[config.mk]
export PLATFORM = sky130hd
export DESIGN_NAME = prod_accum
export DESIGN_NICKNAME = d
export VERILOG_FILES = /design/src/rtl/prod_accum_pkg.sv /design/src/rtl/prod_accum_adder.sv /design/src/rtl/prod_accum.sv
export SDC_FILE = /design/constraint.sdc
export NUM_CORES = 1
export LEC_CHECK = 0
export CAP_MARGIN = 20
export CELL_PAD_IN_SITES_DETAIL_PLACEMENT = 0
export CELL_PAD_IN_SITES_GLOBAL_PLACEMENT = 1
export CORE_MARGIN = 2
export CORE_UTILIZATION = 42
export DETAILED_ROUTE_END_ITERATION = 10
export PLACE_DENSITY_LB_ADDON = 0.25
export SYNTH_ARGS = -nofsm -noshare
export SYNTH_HDL_FRONTEND = slang
export SYNTH_HIERARCHICAL = 1
export SYNTH_SLANG_ARGS = --single-unit
[constraint.sdc]
create_clock -name clk -period 7.2 [get_ports clk]
set_input_delay 1.08 -clock clk [delete_from_list [all_inputs] [get_ports clk]]
set_output_delay 1.08 -clock clk [all_outputs]
set_load 0.02 [all_outputs]
[src/rtl/prod_accum_pkg.sv]
// Shared definitions for the product accumulate-and-dump stage.
// Optional build macro: PROD_ACCUM_SATURATE_EN (used by prod_accum_adder).
package prod_accum_pkg;

    localparam int DATA_W = 8;
    localparam int ACC_W  = 2 * DATA_W;
    localparam int CNT_W  = 8;

    // Sample counter stops here rather than wrapping.
    localparam logic [CNT_W-1:0] COUNT_MAX = 8'd255;

    typedef enum logic [1:0] {
        ST_ACC   = 2'd0,
        ST_RD_LO = 2'd1,
        ST_RD_HI = 2'd2
    } state_e;

endpackage

[src/rtl/prod_accum_adder.sv]
// Accumulator adder: acc_in + zero-extended data_in, with carry out.
// Build macro PROD_ACCUM_SATURATE_EN: clamp the sum at all-ones instead of
// wrapping; carry still reports that a clamp happened.
module prod_accum_adder
    import prod_accum_pkg::*;
#(
    parameter int DATA_W = prod_accum_pkg::DATA_W,
    parameter int ACC_W  = prod_accum_pkg::ACC_W
) (
    input  logic [ACC_W-1:0]  acc_in,
    input  logic [DATA_W-1:0] data_in,
    output logic [ACC_W-1:0]  sum,
    output logic              carry
);

    logic [ACC_W:0] raw;

    // Widen by one bit so the carry out of the top bit is visible.
    always_comb begin
        raw   = {1'b0, acc_in} + {{(ACC_W + 1 - DATA_W){1'b0}}, data_in};
        carry = raw[ACC_W];
`ifdef PROD_ACCUM_SATURATE_EN
        sum   = carry ? {ACC_W{1'b1}} : raw[ACC_W-1:0];
`else
        sum   = raw[ACC_W-1:0];
`endif
    end

endmodule

[src/rtl/prod_accum.sv]
// Accumulate-and-dump stage behind the 8-bit operand multiplier.
// Sums product samples into a 16-bit accumulator and, on request, dumps it
// as two bytes (low then high), then clears.
// Build macro PROD_ACCUM_SATURATE_EN selects clamping instead of wrapping.
//
// state    | meaning
// ---------+----------------------------------------------
// ST_ACC   | accepting samples, watching clear / rd_req
// ST_RD_LO | presenting acc[7:0], waiting for out_ready
// ST_RD_HI | presenting acc[15:8], out_last=1; clears on handshake
module prod_accum
    import prod_accum_pkg::*;
#(
    parameter int DATA_W = prod_accum_pkg::DATA_W,
    parameter int ACC_W  = 2 * DATA_W
) (
    input  logic              clk,
    input  logic              rst_n,
    input  logic              ena,
    input  logic              in_valid,
    input  logic [DATA_W-1:0] in_data,
    output logic              in_ready,
    input  logic              clear,
    input  logic              rd_req,
    output logic              out_valid,
    output logic [DATA_W-1:0] out_data,
    output logic              out_last,
    input  logic              out_ready,
    output logic [CNT_W-1:0]  count,
    output logic              ovf
);

    state_e             state_q, state_d;
    logic [ACC_W-1:0]   acc_q, acc_d;
    logic [CNT_W-1:0]   count_q, count_d;
    logic               ovf_q, ovf_d;

    logic [ACC_W-1:0]   add_base;
    logic [ACC_W-1:0]   add_sum;
    logic               add_carry;
    logic               accept;

    // A clear in the same cycle as a sample means the sample starts from zero.
    always_comb begin
        add_base = clear ? '0 : acc_q;
    end

    prod_accum_adder #(
        .DATA_W (DATA_W),
        .ACC_W  (ACC_W)
    ) u_adder (
        .acc_in  (add_base),
        .data_in (in_data),
        .sum     (add_sum),
        .carry   (add_carry)
    );

    // Outputs decode only from registered state and acc; reset forces them low.
    always_comb begin
        in_ready  = 1'b0;
        out_valid = 1'b0;
        out_data  = '0;
        out_last  = 1'b0;
        if (rst_n) begin
            case (state_q)
                ST_ACC: begin
                    in_ready = ena;
                end
                ST_RD_LO: begin
                    out_valid = ena;
                    out_data  = acc_q[DATA_W-1:0];
                end
                ST_RD_HI: begin
                    out_valid = ena;
                    out_data  = acc_q[ACC_W-1:DATA_W];
                    out_last  = 1'b1;
                end
                default: begin
                    in_ready = 1'b0;
                end
            endcase
        end
        count = count_q;
        ovf   = ovf_q;
    end

    // Next-state: accumulate / command handling in ST_ACC, byte readout otherwise.
    always_comb begin
        state_d = state_q;
        acc_d   = acc_q;
        count_d = count_q;
        ovf_d   = ovf_q;
        accept  = 1'b0;
        if (ena) begin
            case (state_q)
                ST_ACC: begin
                    accept = in_valid;
                    if (clear) begin
                        acc_d   = '0;
                        count_d = '0;
                        ovf_d   = 1'b0;
                    end
                    if (accept) begin
                        acc_d   = add_sum;
                        count_d = clear ? CNT_W'(1)
                                : (count_q == COUNT_MAX) ? COUNT_MAX
                                : count_q + CNT_W'(1);
                        ovf_d   = (clear ? 1'b0 : ovf_q) | add_carry;
                    end
                    if (rd_req && !clear) begin
                        state_d = ST_RD_LO;
                    end
                end
                ST_RD_LO: begin
                    if (out_ready) begin
                        state_d = ST_RD_HI;
                    end
                end
                ST_RD_HI: begin
                    if (out_ready) begin
                        state_d = ST_ACC;
                        acc_d   = '0;
                        count_d = '0;
                        ovf_d   = 1'b0;
                    end
                end
                default: begin
                    state_d = ST_ACC;
                end
            endcase
        end
    end

    // State registers with synchronous active-low reset.
    always_ff @(posedge clk) begin
        if (!rst_n) begin
            state_q <= ST_ACC;
            acc_q   <= '0;
            count_q <= '0;
            ovf_q   <= 1'b0;
        end else begin
            state_q <= state_d;
            acc_q   <= acc_d;
            count_q <= count_d;
            ovf_q   <= ovf_d;
        end
    end

endmodule

Word-level counts from Yosys, hierarchy flattened. Index checks and enable logic that the tools add are counted.

Register bits after elaboration: 27. Bits of input ports: 15. Word-level logic and storage cells: 48.

Add/sub/neg operators: 2. Eq/ne operators: 7. Mux-type cells: 26. Bitwise logic cells: 1. Reduce and logical (&&, ||, !) cells: 8.

Operators by type and width (count): 2-to-1 mux 16 bit (3); 2-to-1 mux 8 bit (6); case mux 16 bit (2 select lines) (1); case mux 8 bit (2 select lines) (2); adder 16 x 8 -> 17 bit (1); 2-to-1 mux 1 bit (9); adder 8 x 1 -> 8 bit (second input constant) (1); == test 8 bit (second input constant) (1); AND reduction 4 bit (2); 2-to-1 mux 2 bit (3); != test 2 bit (second input constant) (3); case mux 2 bit (3 select lines) (1); != test 3 bit (second input constant) (1); AND reduction 3 bit (1); == test 2 x 1 -> 1 bit (second input constant) (1); == test 2 bit (second input constant) (1); logical NOT 2 bit (1); case mux 1 bit (2 select lines) (1); nonzero test 2 bit (1); OR reduction 2 bit (1); logical AND 1 bit (1); logical NOT 1 bit (1); bitwise OR 1 bit (1).

Logic depth before layout (Yosys ltp). Gate-level depths: netlist of the first run.

Depth in word-level cells: 5. Mapped depth: 11. Depth with buffers taken out: 9.

Cells and area by module. The synthesis of the first run kept the hierarchy.

Modules (own cells, without submodules): prod_accum (times used 1, cells an instance 194, area each 1557.7 um2, seq. area each 540.5 um2); prod_accum_adder (times used 1, cells an instance 84, area each 594.3 um2, seq. area each 0.0 um2).

Worst setup path after synthesis of the first run. No wires, ideal clock.

Path kind: input-to-reg. From: input port clear. To: register ovf_q, in the netlist ovf. Data arrival time: 3169 ps. Required time: 7074 ps. Path slack: 3906 ps. Stages: 10. Path buffers: 2. Cells stage by stage: clkbuf_1 > clkbuf_1 > nor2b_1 > ha_1 > and3_2 > a221oi_1 > o21ai_1 > and3_2 > nand2_1 > a21boi_0.

Word-level cells in the longest chain between the ends: 5. Elaborated cells on any way between the ends: 6. Those cells by class: add/sub: 1; mux: 4; bitwise: 1.

RTL lines: from (decl) (line prod_accum.sv:23) `input logic clear,`; 2-to-1 mux 16 bit; named net add_base[5] (line prod_accum.sv:38) `logic [ACC_W-1:0] add_base;`; adder 16 x 8 -> 17 bit (line prod_accum_adder.sv:20) `raw = {1'b0, acc_in} + {{(ACC_W + 1 - DATA_W){1'b0}}, data_in};`; named net add_carry (line prod_accum.sv:40) `logic add_carry;`; bitwise OR 1 bit (line prod_accum.sv:108) `ovf_d = (clear ? 1'b0 : ovf_q) | add_carry;`; 2-to-1 mux 1 bit (line prod_accum.sv:103) `if (accept) begin`; case mux 1 bit (2 select lines) (line prod_accum.sv:95) `case (state_q)`; to (signal assigned) (line prod_accum.sv:145) `ovf_q <= ovf_d;`; to (decl) (line prod_accum.sv:36) `logic ovf_q, ovf_d;`.

The timed path passes the listed nets, and every way through them passes these cells. A chain may end at the register's enable or synchronous reset.

Final worst setup path of the first run.
From: input port clear. To: register acc_q[15].

Word-level cells in the longest chain between the ends: 4.

RTL lines: 2-to-1 mux 16 bit; named net add_base[7] (line prod_accum.sv:38); adder 16 x 8 -> 17 bit (line prod_accum_adder.sv:20); named net add_sum[15] (line prod_accum.sv:39) `logic [ACC_W-1:0] add_sum;`; 2-to-1 mux 16 bit (line prod_accum.sv:103); case mux 16 bit (2 select lines) (line prod_accum.sv:95); to (signal assigned) (line prod_accum.sv:138) `acc_q <= '0;`; to (signal assigned) (line prod_accum.sv:143) `acc_q <= acc_d;`; to (decl) (line prod_accum.sv:34) `logic [ACC_W-1:0] acc_q, acc_d;`.

The timed path passes the listed nets, and every way through them passes these cells.

==> impl_metrics.csv, run 1 <==
group,metric,value,unit
power_and_ir_drop,p_leak,0.0009129,uW
clock_tree,post_cts_buffers,0,
sta,max_freq,246.2,MHz
clock_tree,cts_tree,"built",
placed_design,gp_congestion,0.8254,
power_and_ir_drop,seq_power_share,49.4,%
global_route,grt_use_total,19.89,%
synthesis,yosysWarnings,6,
clock_tree,cts_resized,0,
placed_design,dp_cells,370,
synthesis,synth_area_leaders,"dfxtp_1, ha_1, a21boi_0, nor2b_1, nand2_1",
clock_tree,cts_buffers,3,
route,drt-pass1-iter-count,4,
worst_hold_path,worstHoldStart,"acc_q[1]",
synthesis,synth_top_area_share,25.12,%
floorplan,start_util,42.96,%
floorplan,fp-row-count,26,
route,drtIter0Drc,73,
power_and_ir_drop,ir_worst_vdd,0.1058,mV
floorplan,die_w,75.58,um
setup_path,rrSetupSlack,4.67,ns
setup_path,crit_required,7.40,ns
run_status,status,"completed",
synthesis,syn_nets,308,
clock_tree,clk_pin_slew,0.09,ns
finish,fillers,532,
placed_design,hpwl,3880,um
clock_tree,cts_root_buffer,"clkbuf_8",
floorplan,die_y,75.58,um
sta,period_minus_slack,4.062,ns
route,vias,2067,
setup_path,rr_worst_depth,8,
setup_path,timing.rr.end,"acc_q[15]",
global_route,grt_max_degree,33,
synthesis,ys_ff_latch,27,
synthesis,ys_seq_area_share,25.12,%
clock_tree,holdBufCountCts,0,
sta,setup-tns-final,0,ns
global_route,grt_pass1_vias,1897,
global_route,antenna_found_initial,0,
sta,hold_viol_final,0,
sta,rsz0062_at_grt,"no",
power_and_ir_drop,switchingPower,93.85,uW
setup_path,slowest_delay,1.04,ns
setup_path,crit_path_max_fanout,22,
synthesis,syn_avg_cell_area,7.741,um2
worst_hold_path,hold_path.class,"flop to flop",
sta,max_slew_margin,41.24,%
setup_path,critPathLaunchType,"primary input",
floorplan,dieArea,5712,um2
sta,final_max_slew_viol_count,0,
finish,final_layout_size_suffix_gt1_share,4.934,%
setup_path,crit_type,"primary input to flop",
power_and_ir_drop,power_density,123.3,nW/um2
clock_tree,clk_latency,0.27,ns
sta,tightest_slew,0.8787,ns
floorplan,coreArea,5010,um2
clock_tree,cts_buffer_depth,2,
synthesis,syn_inst,278,
setup_path,arrival,4.26,ns
sta,timing.final.crit_share,56.42,%
global_route,grt_pass1_wl,8845,um
power_and_ir_drop,p_int,223.3,uW
global_route,overflow,0,
finish,register_area,540.5,um2
job,drv_cap,0,
synthesis,synth.largest_area_cell,"dfxtp_1",
route,remaining_drc_errors,0,
route,routed_via_density,5.527,
power_and_ir_drop,swShare,29.60,%
worst_hold_path,whs_path_depth,2,
setup_path,crit_chain,"clkdlybuf4s50_1, nor2b_1, ha_1, a21oi_1, o211ai_1, o21ai_0, xnor2_1, nand2_1, a21boi_0",
sta,clock_skew,0.004445,ns
finish,antenna_cells,0,
placed_design,numPortBuffers,34,
floorplan,io_pins,35,
route,ant_nets,0,
clock_tree,cts.htree.levels,1,
route,drt_wl_total,5399,um
setup_path,cp-end-kind,"flop",
setup_path,timing.rr.start,"acc_q[7]",
finish,multi_input_area,1514,um2
sta,timing.hold.ws,0.4977,ns
synthesis,synth_edf_count,0,
clock_tree,clock_sinks,27,
setup_path,crit_path_top_delay_cell,"clkdlybuf4s50_1",
finish,layout.nets,335,
route,wl_per_cell,14.44,um
power_and_ir_drop,clockPowerShare,27.5,%
synthesis,synth_area,2152,um2
synthesis,async_reset_ff_share,0,%
synthesis,synth_cell_type_count,54,
power_and_ir_drop,power,317.1,uW
synthesis,synth_flop_cell,"dfxtp_1",
sta,finalSetupViolCount,0,
finish,areaGrowthSynthToFinish,19.54,%
power_and_ir_drop,power_frac_comb,23.2,%
worst_hold_path,holdPathEnd,"acc_q[1]",
finish,fin_cells,374,
[logic make-up after synthesis]
| group | synth area share (%) |
|---|---|
| flops | 25.12 |
| compound gates | 27.50 |
| simple gates | 27.38 |
| xor+xnor | 4.477 |
| buf+inv | 4.535 |
| mux | 1.919 |
| fa+ha+maj | 9.070 |
[power by group through the flow]
| stage | registers (uW) | clock network [uW] | logic [uW] |
|---|---|---|---|
| 2_1_floorplan | 160 | 0 | 50.2 |
| 4_1_cts | 157 | 91.0 | 73.6 |
| 3_5_place_dp | 160 | 0 | 73.2 |
| 6_report | 157 | 87.1 | 73.6 |
| 3_3_place_gp | 160 | 0 | 73.3 |
| 5_1_grt | 157 | 96.9 | 81.2 |
[sequential cells by signal, summed over array words and instances (netlist names)]
name and flops:
state_q 2, count 8, ovf 1, acc_q 16
[synthesized netlist by cell type (all sizes together) (8+ instances only)]
library cell and count:
nand2 30, a21boi 19, dfxtp 27, and3 9, nor2b 21, a22oi 11, o21ai 23, ha 14
nor2 24, nand3 8, clkbuf 9, inv 10
[area by class of cell]
class                           instances  area share, %
Sequential cell                        27          21.01
Timing Repair Buffer                   35          13.52
Clock buffer                            4          1.751
Multi-Input combinational cell        228          58.85
Tap cell                               70          3.405
Inverter                               10          1.459
[worst max-delay path: cells and delay by family]
kind	cells	cell delay [ns]
adders and majority gates	1	0.41
AOI/OAI and AO/OA	4	1.39
xor gates and xnor gates	1	0.14
and+or+nand+nor	2	0.19
buffers and inverters	1	1.04
[placed cells by master, fill, tap and decap left out, drive strengths merged, types with 5 or more instances in the layout]
| master | instances |
|---|---|
| clkdlybuf4s50 | 34 |
| nand2 | 30 |
| dfxtp | 27 |
| nor2 | 24 |
| o21ai | 23 |
| nor2b | 21 |
| a21boi | 19 |
| ha | 14 |
| a22oi | 11 |
| inv | 10 |
| and3 | 9 |
| nand3 | 8 |
| a21oi | 7 |
| xnor2 | 7 |
| nand4 | 5 |
| nor3 | 5 |
[metrics by stage]
step / cell area (um2) / utilization, % / setup slack (ns)
after floorplan: 2152 / - / 3.906
after global placement: 2527 / 50.45 / 2.975
after detailed placement: 2527 / 50.45 / 2.878
after CTS: 2572 / 51.35 / 3.146
after global routing: 2572 / 51.35 / 2.928
final: 2572 / 51.35 / 3.138
[worst max-delay path by stage]
stage / from / cells past startpoint / to
after global routing: clear / 9 / acc_q[15]
after detailed placement: clear / 10 / ovf
after floorplan: clear / 10 / ovf
final: clear / 9 / acc_q[15]
after global placement: clear / 10 / ovf
after CTS: clear / 10 / ovf
[layer usage]
metal	vias up	part of all wire (%)	wire (um)	global-route usage, %
li1	1062	-	-	-
met1	956	51	2727	28.83
met2	43	45	2421	31.88
met3	6	3.3	179	1.720
met4	0	1.3	71	5.263
met5	-	0	0	0
(Power assumes the default switching activity.)
==> inputs of run 2 (changes only) <==
CORE_UTILIZATION = 39   (was 42)
clock period = 4 ns   (was 7.2 ns; I/O delays follow)
==> run 2 against run 1 <==
  * Clock skew decreased by 0.0014 ns
  * Via count increased by 2.7%
  * Global-route usage increased by 0.74 points
  * Largest power group unchanged
  * Highest routed layer unchanged
  * Largest cell class unchanged
  * Critical endpoint is now acc_q[14]
==> impl_metrics.csv, run 2 (synthesis gave the netlist of run 1 again) <==
group,metric,value,unit
route,wl_per_cell,15.47,um
setup_path,cp-end-kind,"flop",
floorplan,fp-row-count,27,
placed_design,hpwl,4042,um
finish,fillers,572,
route,drt-pass1-iter-count,4,
route,drtIter0Drc,107,
sta,finalSetupViolCount,0,
finish,layout_commonest_cell,"clkdlybuf4s50_1",
global_route,antenna_found_initial,0,
finish,largest-register,"acc_q",
clock_tree,holdBufCountCts,0,
setup_path,path_buf_inv,1,
power_and_ir_drop,power,590.1,uW
worst_hold_path,whs_path_depth,2,
clock_tree,cts_tree,"built",
job,drv_cap,0,
setup_path,rr_worst_depth,9,
floorplan,coreArea,5405,um2
setup_path,path_delay_family,"compound AO/OA/AOI/OAI gates",
global_route,grt_pass1_wl,10070,um
finish,areaGrowthSynthToFinish,20.70,%
setup_path,crit_chain,"clkdlybuf4s50_1, nor2b_1, ha_1, fa_1, a21o_1, a22oi_1, a221oi_1, o211ai_1, nand2_1, a21boi_0",
power_and_ir_drop,power_frac_comb,23.3,%
finish,layout.nets,338,
setup_path,crit_start,"clear",
power_and_ir_drop,ir_worst_vdd,0.1248,mV
placed_design,dp_cells,375,
setup_path,crit_path_max_fanout,7,
sta,max_freq,340.4,MHz
placed_design,numPortBuffers,34,
finish,fin_cells,379,
sta,period_minus_slack,2.938,ns
sta,max_slew_margin,57.46,%
setup_path,arrival,3.15,ns
clock_tree,clk_latency,0.28,ns
global_route,grt_pass1_vias,2052,
placed_design,gp_congestion,0.8604,
power_and_ir_drop,seq_power_share,47.9,%
power_and_ir_drop,swShare,31.50,%
sta,setup-tns-final,0,ns
sta,setup_slack,1.062,ns
worst_hold_path,holdPathEnd,"acc_q[9]",
finish,fin_area,2597,um2
finish,largest_register_ffs,16,
clock_tree,post_cts_buffers,0,
clock_tree,clock_sinks,27,
setup_path,rrSetupSlack,1.62,ns
setup_path,slowest_delay,0.63,ns
clock_tree,cts_root_buffer,"clkbuf_8",
worst_hold_path,worstHoldStart,"acc_q[9]",
sta,timing.final.crit_share,73.45,%
power_and_ir_drop,power_density,227.2,nW/um2
sta,final_max_slew_viol_count,0,
route,drt_wl_total,5862,um
route,remaining_drc_errors,0,
setup_path,crit_required,4.22,ns
finish,antenna_cells,0,
route,routed_via_density,5.602,
power_and_ir_drop,switchingPower,185.9,uW
floorplan,start_util,39.81,%
clock_tree,cts_buffers,3,
setup_path,timing.rr.start,"acc_q[0]",
sta,rsz0062_at_grt,"no",
clock_tree,cts.htree.levels,1,
setup_path,timing.rr.end,"acc_q[14]",
floorplan,dieArea,6129,um2
setup_path,crit_path_top_delay_cell,"clkdlybuf4s50_1",
global_route,grt_use_total,20.63,%
route,vias,2123,
global_route,grt_max_degree,32,
worst_hold_path,hold_path.class,"flop to flop",
power_and_ir_drop,p_int,404.2,uW
sta,hold_viol_final,0,
clock_tree,clk_pin_slew,0.10,ns
placed_design,preCtsSetupSlack,0.7763,ns
finish,final_cell_mix,"clkdlybuf4s50_1, nand2_1, dfxtp_1, nor2_1, o21ai_0",
run_status,status,"completed",
route,ant_nets,0,
power_and_ir_drop,p_leak,0.0009271,uW
floorplan,die_y,78.29,um
placed_design,placed_area,2552,um2
setup_path,crit_type,"primary input to flop",
floorplan,die_w,78.29,um
floorplan,io_pins,35,
clock_tree,cts_resized,0,
sta,clock_skew,0.003021,ns
finish,final_layout_size_suffix_gt1_share,5.863,%
power_and_ir_drop,clockPowerShare,28.8,%
setup_path,critPathLaunchType,"primary input",
global_route,overflow,0,
sta,tightest_slew,0.6381,ns
clock_tree,cts_buffer_depth,2,
-- run 2: metrics by stage --
step / hold WS [ns] / util [%]
floorplan: 0.4604 / -
global placement: 0.4849 / 47.22
detailed placement: 0.4875 / 47.22
CTS: 0.5079 / 48.06
global route: 0.5250 / 48.06
finish: 0.5060 / 48.06
-- run 2: cell type report --
| cell class | instances | area [um2] | area share (%) |
|---|---|---|---|
| inverter | 10 | 37.54 | 1.445 |
| timing repair buffer | 38 | 370.4 | 14.26 |
| clock buffer | 4 | 45.04 | 1.734 |
| sequential | 27 | 540.5 | 20.81 |
| multi-input combinational | 228 | 1514 | 58.29 |
| tap | 72 | 90.09 | 3.468 |
-- run 2: worst min-delay path, cell delays in order (launching register included) --
cell and delay, ns:
dfxtp_1 0.33, o21ai_0 0.06, a21boi_0 0.07
-- run 2: worst max-delay path by stage --
stage	end	slack, ns	cells after the start
floorplan	ovf	1.19	10
finish	acc_q[14]	1.06	10
detailed placement	acc_q[13]	0.78	11
global placement	acc_q[13]	0.81	11
global route	acc_q[15]	0.82	11
CTS	acc_q[13]	1.07	11
-- run 2: layer usage --
layer | GRT usage (%) | part of all wire, %
met2 | 34.48 | 45
met4 | 5.263 | 1.0
met5 | 0 | 0
met1 | 28.11 | 51
met3 | 2.644 | 3.5
-- run 2: power by group through the flow --
stage          registers, uW  logic [uW]  clock network (uW)
6_report                 283         138                 170
5_1_grt                  284         155                 182
4_1_cts                  283         137                 172
3_5_place_dp             289         137                   0
3_3_place_gp             289         137                   0
2_1_floorplan            288        90.3                   0
==> inputs of run 3 (changes only) <==
CORE_UTILIZATION = 36   (was 39)
clock period = 2.6 ns   (was 4 ns; I/O delays follow)
==> run 3 against run 2 <==
  * Non-clock buffer count is 30 higher
  * Power is 59% higher
  * Worst setup slack worse by 0.97 ns
  * Die area is 7.9% higher
  * Via count is 4.6% higher
  * Highest routed layer unchanged
==> impl_metrics.csv, run 3 (synthesis gave the netlist of run 1 again) <==
group,metric,value,unit
floorplan,io_pins,35,
placed_design,dp_cells,406,
global_route,grt_use_total,18.71,%
clock_tree,cts_tree,"built",
route,vias,2221,
finish,final_cell_mix,"clkdlybuf4s50_1, buf_4, nand2_1, dfxtp_1, nor2_1",
sta,setup-tns-final,0,ns
setup_path,arrival,2.72,ns
route,drtIter0Drc,109,
job,drv_cap,0,
sta,tightest_slew,0.5389,ns
sta,rsz0062_at_grt,"yes",
global_route,overflow,0,
sta,max_slew_margin,64.04,%
clock_tree,cts_root_buffer,"clkbuf_8",
route,drt-pass1-iter-count,4,
sta,final_max_slew_viol_count,0,
finish,antenna_cells,0,
finish,areaGrowthSynthToFinish,32.91,%
finish,layout.nets,368,
run_status,status,"completed",
floorplan,coreArea,5851,um2
global_route,grt_max_degree,19,
floorplan,start_util,36.78,%
global_route,grt_pass1_wl,9735,um
sta,clock_skew,0.004406,ns
power_and_ir_drop,p_leak,0.001078,uW
worst_hold_path,hold_path.class,"flop to flop",
setup_path,crit_type,"primary input to flop",
sta,period_minus_slack,2.508,ns
clock_tree,clk_pin_slew,0.10,ns
power_and_ir_drop,power_density,327.2,nW/um2
floorplan,die_w,81.32,um
finish,final_layout_size_suffix_gt1_share,16.02,%
setup_path,critPathLaunchType,"primary input",
finish,fin_cells,412,
clock_tree,cts_buffer_depth,2,
setup_path,cp-end-kind,"flop",
placed_design,numPortBuffers,34,
global_route,antenna_found_initial,0,
sta,hold_viol_final,0,
sta,max_freq,398.8,MHz
setup_path,crit_required,2.81,ns
floorplan,dieArea,6612,um2
power_and_ir_drop,power,936.0,uW
setup_path,crit_path_max_fanout,6,
placed_design,hpwl,4388,um
global_route,grt_pass1_vias,2077,
finish,largest_register_ffs,16,
power_and_ir_drop,ir_worst_vdd,0.1768,mV
floorplan,die_y,81.32,um
floorplan,fp-row-count,28,
clock_tree,clk_latency,0.28,ns
clock_tree,cts_buffers,3,
route,remaining_drc_errors,0,
clock_tree,holdBufCountCts,0,
finish,largest-register,"acc_q",
route,ant_nets,0,
route,wl_per_cell,14.58,um
placed_design,gp_congestion,0.8632,
sta,finalSetupViolCount,0,
route,routed_via_density,5.391,
route,drt_wl_total,6005,um
clock_tree,cts.htree.levels,1,
clock_tree,clock_sinks,27,
sta,timing.final.crit_share,96.45,%
run 3: worst paths after layout:
| check | endpoint | cells after the start | slack (ns) | start |
|---|---|---|---|---|
| max | acc_q[12] | 11 | 0.09 | clear |
| min | acc_q[8] | 2 | 0.51 | acc_q[8] |
| max reg2reg | acc_q[12] | 10 | 0.40 | acc_q[0] |
| min reg2reg | acc_q[8] | 2 | 0.51 | acc_q[8] |
run 3: cell type report:
| cell class | instances | area, um2 |
|---|---|---|
| multi-input combinational | 228 | 1548 |
| tap | 75 | 93.84 |
| timing repair buffer | 68 | 595.6 |
| fill | 590 | 2990 |
| sequential | 27 | 540.5 |
| clock buffer | 4 | 45.04 |
| inverter | 10 | 37.54 |
run 3: metrics by stage:
stage	worst slack, ns	util, %	hold WS [ns]	instance area, um2
floorplan	0.07380	-	0.4604	2153
global placement	-0.1741	47.28	0.4838	2766
detailed placement	-0.2325	47.28	0.4973	2766
CTS	0.02119	48.05	0.5116	2811
global route	-0.02665	48.89	0.5329	2860
finish	0.09219	48.89	0.5079	2860
run 3: worst max-delay path: stages:
cell             delay (ns)
clkdlybuf4s50_1        0.53
buf_4                  0.16
nor2b_1                0.05
ha_1                   0.35
and3_2                 0.24
a22oi_1                0.07
buf_4                  0.17
or4_1                  0.46
nand3_1                0.08
nand2_1                0.05
a21boi_0               0.15
run 3: timing repair:
item | 4_1_cts | 5_1_grt
hold endpoints to repair | 0 | 0
gates resized for setup | 0 | 8
setup endpoints to repair | 0 | 13
buffers inserted | 0 | 2
run 3: routing by layer:
layer | routed length [um] | vias to the layer above | GRT usage (%)
li1 | - | 1126 | -
met5 | 0 | - | 0
met4 | 66 | 0 | 5.254
met1 | 2909 | 1043 | 25.62
met2 | 2803 | 46 | 30.74
met3 | 226 | 6 | 2.333
run 3: where the power goes:
part | total, uW | internal (uW) | switching, uW
sequential | 435 | 425 | 10.5
combinational | 246 | 113 | 133
clock | 255 | 110 | 144
